===== src/rtl/freq_generator_pkg.sv =====
// Shared constants and helpers for the digit-controlled square-wave generator.
package freq_generator_pkg;

  localparam int unsigned FRAME_LEN = 20;
  localparam int unsigned MAX_DIGIT = 9;
  localparam int unsigned ACC_W     = 5;
  localparam int unsigned DIGIT_W   = 4;

  function automatic logic [DIGIT_W-1:0] clamp_digit(input logic [DIGIT_W-1:0] d);
    return (d > DIGIT_W'(MAX_DIGIT)) ? DIGIT_W'(MAX_DIGIT) : d;
  endfunction

endpackage


===== src/rtl/freq_generator_seg7.sv =====
// 7-segment decoder, segments {g,f,e,d,c,b,a}, active high; non-decimal codes blank.
module freq_generator_seg7 (
  input  logic [3:0] digit,
  output logic [6:0] seg
);

  always_comb begin
    seg = '0;
    unique case (digit)
      4'd0:    seg = 7'h3F;
      4'd1:    seg = 7'h06;
      4'd2:    seg = 7'h5B;
      4'd3:    seg = 7'h4F;
      4'd4:    seg = 7'h66;
      4'd5:    seg = 7'h6D;
      4'd6:    seg = 7'h7D;
      4'd7:    seg = 7'h07;
      4'd8:    seg = 7'h7F;
      4'd9:    seg = 7'h6F;
      default: seg = '0;
    endcase
  end

endmodule


===== src/rtl/freq_generator.sv =====
// Fractional-rate toggle generator: (2*D+1) toggles of sig_o per 20-cycle frame.
module freq_generator
  import freq_generator_pkg::*;
#(
  parameter int unsigned INIT_DIGIT = 0
) (
  input  logic               clk,
  input  logic               reset,
  input  logic [DIGIT_W-1:0] digit_i,
  input  logic               load_i,
  input  logic               enable_i,
  output logic               sig_o,
  output logic [DIGIT_W-1:0] digit_o,
  output logic [6:0]         seg_o,
  output logic               frame_o
);

  localparam logic [DIGIT_W-1:0] INIT_Q   = DIGIT_W'(INIT_DIGIT);
  localparam logic [ACC_W:0]     FRAME_W  = (ACC_W+1)'(FRAME_LEN);
  localparam logic [ACC_W-1:0]   LAST_CNT = ACC_W'(FRAME_LEN - 1);

  logic [ACC_W-1:0]   acc, acc_d;
  logic [ACC_W-1:0]   frame_cnt, frame_cnt_d;
  logic [DIGIT_W-1:0] digit_q, digit_d;
  logic               sig_q, sig_d;
  logic               frame_q, frame_d;
  logic [ACC_W-1:0]   inc;
  logic [ACC_W:0]     sum;

  always_comb begin
    inc         = {digit_q, 1'b1};
    sum         = {1'b0, acc} + {1'b0, inc};
    acc_d       = acc;
    frame_cnt_d = frame_cnt;
    digit_d     = digit_q;
    sig_d       = sig_q;
    frame_d     = 1'b0;
    if (load_i) begin
      digit_d     = clamp_digit(digit_i);
      acc_d       = '0;
      frame_cnt_d = '0;
    end else if (enable_i) begin
      // Overflow past one frame's worth of phase emits a toggle.
      if (sum >= FRAME_W) begin
        acc_d = ACC_W'(sum - FRAME_W);
        sig_d = ~sig_q;
      end else begin
        acc_d = sum[ACC_W-1:0];
      end
      if (frame_cnt == LAST_CNT) begin
        frame_cnt_d = '0;
        frame_d     = 1'b1;
      end else begin
        frame_cnt_d = frame_cnt + 1'b1;
      end
    end
  end

  always_ff @(posedge clk or negedge reset) begin
    if (!reset) begin
      acc       <= '0;
      frame_cnt <= '0;
      digit_q   <= INIT_Q;
      sig_q     <= 1'b0;
      frame_q   <= 1'b0;
    end else begin
      acc       <= acc_d;
      frame_cnt <= frame_cnt_d;
      digit_q   <= digit_d;
      sig_q     <= sig_d;
      frame_q   <= frame_d;
    end
  end

  assign sig_o   = sig_q;
  assign digit_o = digit_q;
  assign frame_o = frame_q;

  freq_generator_seg7 u_seg7 (
    .digit (digit_q),
    .seg   (seg_o)
  );

endmodule


===== config.mk =====
export PLATFORM = sky130hd
export DESIGN_NAME = freq_generator
export DESIGN_NICKNAME = d
export VERILOG_FILES = /design/src/rtl/freq_generator_pkg.sv /design/src/rtl/freq_generator_seg7.sv /design/src/rtl/freq_generator.sv
export SDC_FILE = /design/constraint.sdc
export NUM_CORES = 1
export LEC_CHECK = 0
export CAP_MARGIN = 0
export CORE_MARGIN = 5
export CORE_UTILIZATION = 32
export CTS_BUF_LIST = sky130_fd_sc_hd__clkbuf_4 sky130_fd_sc_hd__clkbuf_8
export DETAILED_ROUTE_END_ITERATION = 6
export PLACE_DENSITY_LB_ADDON = 0.08
export SYNTH_ARGS = -nofsm -noshare
export SYNTH_HDL_FRONTEND = slang
export SYNTH_SLANG_ARGS = --single-unit

===== constraint.sdc =====
create_clock -name clk -period 3.21 [get_ports clk]
set_clock_uncertainty 0.05 [all_clocks]
set_input_delay 0.642 -clock clk [delete_from_list [all_inputs] [get_ports clk]]
set_output_delay 0.642 -clock clk [all_outputs]
set_load 0.02 [all_outputs]

; ---- Yosys cells after proc, flatten, opt, wreduce, memory -nomap -nowiden
; Memories as Yosys holds them, arrays and structs flattened.
; Index checks and enable logic that the tools add are counted.
[totals]
reg_bits = 16
latch_bits = 0
ramBits = 0
romBits = 112
inputBits = 8
output_inout_bits = 13
word_cells = 26
mem_count = 1
[op_classes]
addsub = 3
mul = 0
div = 0
magnitude_cmp = 2
eq_ne = 1
n_shift = 0
mux = 10
bitwise = 2
n_reduce_logical = 2
[mem_list]
columns = memory, words, word_bits, rd, rd_clocked_by_memory_dff, write_ports, line
row1 = (name not given), 16, 7, 1, 0, 0, freq_generator_seg7.sv:9  ; unique case (digit)
[ops]
columns = operator, n
row1 = two-way mux 5 bit, 6
row2 = adder 5 x 5 -> 6 bit, 1
row3 = ">= comparator 6 x 5 -> 1 bit, second input constant", 1
row4 = "adder 5 x 1 -> 5 bit, second input constant", 1
row5 = "== test 5 bit, second input constant", 1
row6 = "subtractor 5 bit, second input constant", 1
row7 = "> comparator 4 bit, second input constant", 1
row8 = two-way mux 4 bit, 1
row9 = two-way mux 1 bit, 3
row10 = AND reduction 3 bit, 1
row11 = NOT 1 bit, 2
row12 = nonzero test 2 bit, 1

; ---- Depth between registers and ports, before layout
; Gate-level depths: netlist of run 1.
[logic_depth]
depth_word = 5
mapped_depth = 9
ltp_nobuf = 9

; ---- By module
; From an unflattened synthesis of run 1, not the netlist that was laid out.
[hier_totals]
hier_cells = 127
hier_area_um2 = 1194.9
[by_module_without_submodules]
columns = module, n_inst, cells_each, area_each_um2, seq_area_each_um2
row1 = freq_generator, 1, 99, 974.7, 400.4
row2 = freq_generator_seg7, 1, 28, 220.2, 0.0

; ---- Worst setup path before layout of run 1
; Ideal clock, no wire load.
[synth_path]
path_kind = register -> register
startpoint = register digit_q[0] (netlist: digit_o[0])
endpoint = register acc[2]
setup_time_ns = 0.111
arrival_ns = 2.458
required_ns = 3.049
setup_slack_ns = 0.591
stages_incl_launch_ff = 10
path_buffers = 0
synth_period_minus_slack_ns = 2.619
cell_sequence = dfrtp_1 ha_1 a211o_1 o21ai_0 xor2_1 ha_1 a21bo_2 o21ai_1 a221oi_2 a2111oi_2
[synth_between]
elab_chain_cells = 5
elab_cells_between_ends = 6
classes_between = add/sub (2) / order compare (1) / mux (3)
[synth_lines]
columns = element, line
row1 = "start, declared", freq_generator.sv:24  ; logic [DIGIT_W-1:0] digit_q, digit_d;
row2 = "start signal, assigned", freq_generator.sv:69  ; digit_q <= digit_d;
row3 = adder 5 x 5 -> 6 bit (*), freq_generator.sv:32  ; sum = {1'b0, acc} + {1'b0, inc};
row4 = subtractor 5 bit / >= comparator 6 x 5 -> 1 bit (equally long branches), "freq_generator.sv:45, freq_generator.sv:44"
row5 = two-way mux 5 bit (*), freq_generator.sv:44  ; if (sum >= FRAME_W) begin
row6 = two-way mux 5 bit (*), freq_generator.sv:42  ; end else if (enable_i) begin
row7 = two-way mux 5 bit (*), freq_generator.sv:38  ; if (load_i) begin
row8 = "end signal, assigned", freq_generator.sv:61  ; acc <= '0;
row9 = "end signal, assigned", freq_generator.sv:67  ; acc <= acc_d;
row10 = "end, declared", freq_generator.sv:22  ; logic [ACC_W-1:0] acc, acc_d;
; Every way passes the cells marked *; elsewhere a longest branch is shown, timed or not. The select of a mux whose other input is x is not followed.
; A chain may end at the register's enable or synchronous reset.

; ---- Worst setup path after layout of run 1
; Ends and elaborated chain as after synthesis.

==> impl_metrics.toml, run 1 <==
[timing]
tns_ns = 0
setup_violations = 0
rsz0062_at_grt = "no"
clock.fmax_ghz = 0.360
period_needed_ns = 2.77
slew_headroom = 0.500
fin_crit_sh = 0.864
drv_slew = 0
finalHoldViolCount = 0
worstMarginPinSlew_ns = 0.748

[hold_path]
hold_end = "sig_o"
hp-start = "sig_o"
holdPathStages = 1
hold_class = "reg2reg"

[clock_network]
h-tree-depth = 1
cts_root_buffer = "clkbuf_8"
cts_resized = 0
hold_buffers = 0
clk-insertion-delay-late_ns = 0.25
cts.reportedPaths.clkPinSlew_ns = 0.06
numCtsBuffers = 3
post-cts-setup-buffers = 0
clk_path_buf_depth = 2
cts_tree = "yes"
cts_sinks = 16

[cells_and_area]
area_growth_pct = 24.2
fillers = 378
mostFrequentLayoutCell = "clkdlybuf4s50_1"
ff_latch_area_um2 = 400
n_antenna_cell = 0
drive_gt1_frac = 0.0816
final_cell_mix = "20 x clkdlybuf4s50_1, 16 x dfrtp_1, 14 x o21ai_0, 14 x ha_1, 10 x nand2_1"
multi_input_comb_area_um2 = 754
nets = 172
instances_no_fill = 195

[setup_path]
critical-path-slowest-cell = "dfrtp_1"
r2r_slack_ns = 0.44
r2r_start = "digit_o[0]"
cp_max_fo = 6
path_class = "reg2reg"
critPathCaptureType = "register"
cpMostUsedCell = "ha_1"
rr_worst_depth = 9
startpoint_type = "register"
critPathArrivalTime_ns = 2.87
slowest_delay_ns = 0.46
r2r_end = "acc[2]"
worstPathCellList = "ha_1 > a211o_1 > o21ai_0 > xor2_1 > ha_1 > a21bo_2 > o21ai_1 > a221oi_2 > a2111oi_2"
critical_path_required_ns = 3.30

[synth]
synth_nets = 149
netlist_area_mm2 = 0.00120
ys.flop_type = "dfrtp_1"
yosysSeqAreaShare = 0.334
synth_warnings = 0
netlist_instances = 126
ys_types = 40
syn_avg_cell_area_um2 = 9.52
synth_seq_cells = 16
synth_edf_count = 0
asyncSetResetFlopFracSynth = 1.00

[place]
dpl.hpwl_mm = 2.06
port_buffers = 20
place_inst = 192
gp_congestion = 0.822

[die]
die-area_mm2 = 0.00507
rows = 22
initial_core_util = 0.330
fp.coreArea_mm2 = 0.00363
die_h_um = 71.2
dieWidth_um = 71.2
ios = 21

[drt]
route.detailed.drc = 0
wire_per_inst_um = 14.0
drt-initial-drc-count = 23
detail-route-antenna-nets = 0
viasPerCell = 5.10
vias = 994
routed_wl_mm = 2.73
firstDrtPassIters = 4

[run]
maxCapViolCount = 0

[status]
outcome = "completed"

[global_routing]
grt_usage = 0.113
grt_pass1_vias = 993
grt_pass1_wl_mm = 4.69
antenna_found_initial = 0
grt_max_degree = 17
grt_remaining_overflow = 0

[power]
ir_drop_uv = 227
power_leakage_uw = 0.000669
p_per_area_mw_per_mm2 = 506
state kept, by name, summed over array words and instances, names as in the netlist:
| signal | count |
|---|---|
| digit_o | 4 |
| sig_o | 1 |
| frame_cnt | 5 |
| frame_o | 1 |
| acc | 5 |
cell families (layout without fill, tap and decap cells):
kind of cell    count (synthesis)  in the layout  share of synthesized area
mux                             2              2                     0.0167
simple gates                   32             32                      0.136
compound gates                 45             45                      0.270
buf+inv                        10             31                     0.0375
flops                          16             16                      0.334
xor+xnor                        6              6                     0.0438
fa+ha+maj                      15             15                      0.163
worst max-delay path, delay by kind of cell (launching register included):
family / cells / cell delay, ns
compound gates: 6 / 1.26
fa+ha+maj: 2 / 0.60
flops: 1 / 0.46
xor+xnor: 1 / 0.30
layout make-up:
class	instances	share of cell area
sequential	16	0.269
timing repair buffer	21	0.139
inverter	7	0.0176
clock buffer	3	0.0277
tap	48	0.0403
multi-input combinational	100	0.506
metrics by stage:
stage	cell area (um2)	worst slack [ns]	total power, uW	hold slack (ns)	util
2_1_floorplan	1200	0.591	494	0.296	-
4_1_cts	1490	0.433	759	0.426	0.410
5_1_grt	1490	0.228	808	0.448	0.410
3_3_place_gp	1450	0.543	602	0.405	0.399
6_report	1490	0.435	754	0.422	0.410
3_5_place_dp	1450	0.463	607	0.412	0.399
synthesized netlist by cell type, types with 2 or more instances:
master     n  area share
xor2_1     3       0.022
buf_4      2       0.013
xnor2_1    3       0.022
nand2_1   10       0.031
ha_1      14        0.15
o21a_1     2       0.013
a21o_1     2       0.013
o21bai_1   2       0.013
a221oi_1   2       0.015
nor2b_1    3       0.016
o21ai_0   14       0.058
a31oi_1    2       0.010
a21oi_1    4       0.017
o22ai_1    4       0.021
nor2_1     9       0.028
dfrtp_1   16        0.33
inv_1      7       0.022
mux2i_1    2       0.017
nand3b_1   3       0.019
nand2b_1   2       0.010
report_power, final:
part / switching, uW / internal [uW] / leakage [uW] / total [uW]
Clock: 68.4 / 83.1 / 0.0000216 / 152
Sequential: 27.1 / 225 / 0.000209 / 253
Combinational: 189 / 161 / 0.000438 / 350
worst max path at each step:
stage,start,slack [ns],to
2_1_floorplan,digit_o[0],0.59,acc[2]
4_1_cts,digit_o[1],0.43,seg_o[3]
6_report,digit_o[0],0.44,acc[2]
3_5_place_dp,digit_o[0],0.46,acc[2]
3_3_place_gp,digit_o[0],0.54,acc[2]
5_1_grt,digit_o[0],0.23,acc[2]
routing by layer:
layer	vias to the layer above	track usage	wire, um
met5	-	0	0
met1	474	0.154	1340
met2	16	0.178	1240
met4	0	0.0501	40
met3	4	0.0168	116
li1	500	-	-
(Power assumes the default switching activity.)
==> inputs of run 2 (changes only) <==
--- a/config.mk
+++ b/config.mk
@@ -13,4 +13,5 @@
 export PLACE_DENSITY_LB_ADDON = 0.08
 export SYNTH_ARGS = -nofsm -noshare
 export SYNTH_HDL_FRONTEND = slang
+export SYNTH_HIERARCHICAL = 1
 export SYNTH_SLANG_ARGS = --single-unit
==> impl_metrics.toml, run 2 <==
[status]
outcome = "completed"

[setup_path]
critical-path-slowest-cell = "fa_1"
r2r_end = "acc[2]"
critical_path_required_ns = 3.29
crit_family = "compound AO/OA/AOI/OAI gates"
r2r_start = "digit_o[0]"
cpMostUsedCell = "buf_4"
r2r_slack_ns = 0.26
startpoint = "digit_o[0]"
critPathArrivalTime_ns = 3.02
startpoint_type = "register"
critPathBufInv = 3
critPathCaptureType = "register"
cp_max_fo = 6
slowest_delay_ns = 0.53
worstPathCellList = "buf_4 > fa_1 > xnor2_2 > inv_1 > ha_1 > a21boi_0 > a21oi_1 > o32ai_2 > buf_4 > nor3_1 > a221o_2"
path_class = "reg2reg"
rr_worst_depth = 11

[cells_and_area]
final_cell_mix = "20 x clkdlybuf4s50_1, 16 x nor2_1, 16 x dfrtp_1"
drive_gt1_frac = 0.147
n_antenna_cell = 0
mostFrequentLayoutCell = "clkdlybuf4s50_1"
fillers = 374
final_core_util = 0.418
nets = 175
area_growth_pct = 27.2

[power]
p_per_area_mw_per_mm2 = 558
power_leakage_uw = 0.000681
ir_drop_uv = 241

[synth]
ys_types = 39
yosysTopAreaCell = "dfrtp_1"
synth_top_area_frac = 0.335
synth_warnings = 6
syn_avg_cell_area_um2 = 9.41
yosys-top-cells-area = "dfrtp_1 34%, ha_1 15%, nor2_1 5.0%"
netlist_instances = 127
asyncSetResetFlopFracSynth = 1.00
yosysSeqAreaShare = 0.335
ys.flop_type = "dfrtp_1"
synthTopCellsByCount = "16 x dfrtp_1, 16 x nor2_1, 14 x ha_1, 11 x inv_1, 9 x a21oi_1"
synth_edf_count = 0
netlist_area_mm2 = 0.00119
synth_nets = 150
synth_seq_cells = 16

[die]
rows = 22
fp.coreArea_mm2 = 0.00363
initial_core_util = 0.329
die_h_um = 71.1
ios = 21
dieWidth_um = 71.1
die-area_mm2 = 0.00506

[clock_network]
cts.reportedPaths.clkPinSlew_ns = 0.06
cts_sinks = 16
cts_tree = "yes"
clk_path_buf_depth = 2
clk-insertion-delay-late_ns = 0.24
cts_root_buffer = "clkbuf_8"
h-tree-depth = 1
numCtsBuffers = 3

[timing]
worstMarginPinSlew_ns = 0.737
clock.fmax_ghz = 0.339
finalHoldViolCount = 0
rsz0062_at_grt = "no"
setup_violations = 0
drv_slew = 0
period_needed_ns = 2.95
tns_ns = 0
fin_crit_sh = 0.918
slew_headroom = 0.507

[drt]
route.detailed.drc = 0
vias = 987
drt-initial-drc-count = 28
routed_wl_mm = 2.56
firstDrtPassIters = 4
viasPerCell = 4.98
wire_per_inst_um = 12.9
detail-route-antenna-nets = 0

[hold_path]
holdPathStages = 1
hp-start = "sig_o"
hold_end = "sig_o"
hold_class = "reg2reg"

[global_routing]
grt_usage = 0.109
grt_pass1_vias = 976
antenna_found_initial = 0
grt_pass1_wl_mm = 4.40
grt_max_degree = 18
grt_remaining_overflow = 0

[place]
port_buffers = 20
gp_congestion = 0.821
dpl.hpwl_mm = 1.96

[run]
maxCapViolCount = 0
-- run 2: changes by cell type in the layout (fill, tap and decap cells not counted), moves of 3 or more --
| cell | delta |
|---|---|
| o22ai_1 | +3 |
| o21ai_0 | -8 |
| nor2_1 | +7 |
| buf_4 | +4 |
| nor3_1 | +3 |
| inv_1 | +4 |
| nand2_1 | -7 |
| a21oi_1 | +5 |
-- run 2: repair_timing --
| item | CTS | global route |
|---|---|---|
| hold buffers | 0 | 0 |
| gates resized for setup | 0 | 3 |
| endpoints found under the setup margin | 0 | 2 |
| buffers inserted | 0 | 1 |
-- run 2: layout make-up --
type	count	area (um2)	share of cell area
sequential	16	400	0.263
inverter	11	41.3	0.0272
clock buffer	3	41.3	0.0272
multi-input combinational	95	739	0.486
timing repair buffer	25	238	0.156
tap	48	60.1	0.0395
-- run 2: worst reg2reg max path, delay by kind of cell, from the launching register on --
kind	cells	cell delay, ns
and+or+nand+nor	1	0.04
adders and majority gates	2	0.70
buffers and inverters	3	0.44
AOI/OAI and AO/OA	4	0.98
xor gates and xnor gates	1	0.24
DFF	1	0.38
-- run 2: cell families after synthesis --
logic type / synth area share
buffers and inverters: 0.0628
flip-flops: 0.335
AND/OR/NAND/NOR: 0.146
XOR/XNOR: 0.0513
AO/OA/AOI/OAI: 0.203
adder cells (fa/ha/maj): 0.163
multiplexers: 0.0387
-- run 2: stage by stage --
| step | instances | area, um2 | hold WS, ns | total power, uW | setup slack, ns |
|---|---|---|---|---|---|
| after CTS | 197 | 1490 | 0.424 | 827 | 0.109 |
| after floorplan | 127 | 1190 | 0.296 | 558 | 0.221 |
| after global placement | 194 | 1450 | 0.407 | 672 | 0.260 |
| after global routing | 198 | 1520 | 0.446 | 919 | 0.0837 |
| final | 198 | 1520 | 0.427 | 849 | 0.264 |
| after detailed placement | 194 | 1450 | 0.411 | 677 | 0.132 |
-- run 2: metal layers --
metal | wire length [um] | global-route usage | vias to the layer above
met5 | 0 | 0 | -
met2 | 1360 | 0.197 | 16
li1 | - | - | 492
met4 | 45 | 0.0459 | 0
met1 | 1070 | 0.122 | 473
met3 | 81 | 0.0227 | 6
-- run 2: where the power goes --
group | switching [uW] | internal, uW | leakage (uW)
combinational | 226 | 223 | 0.000452
sequential | 26.6 | 229 | 0.000208
clock | 61.1 | 82.9 | 0.0000216
-- run 2: worst max path at each step --
stage / end / depth (start not counted)
floorplan: acc[3] / 10
global placement: acc[3] / 10
detailed placement: acc[3] / 10
CTS: acc[3] / 10
global route: acc[2] / 11
finish: acc[2] / 11
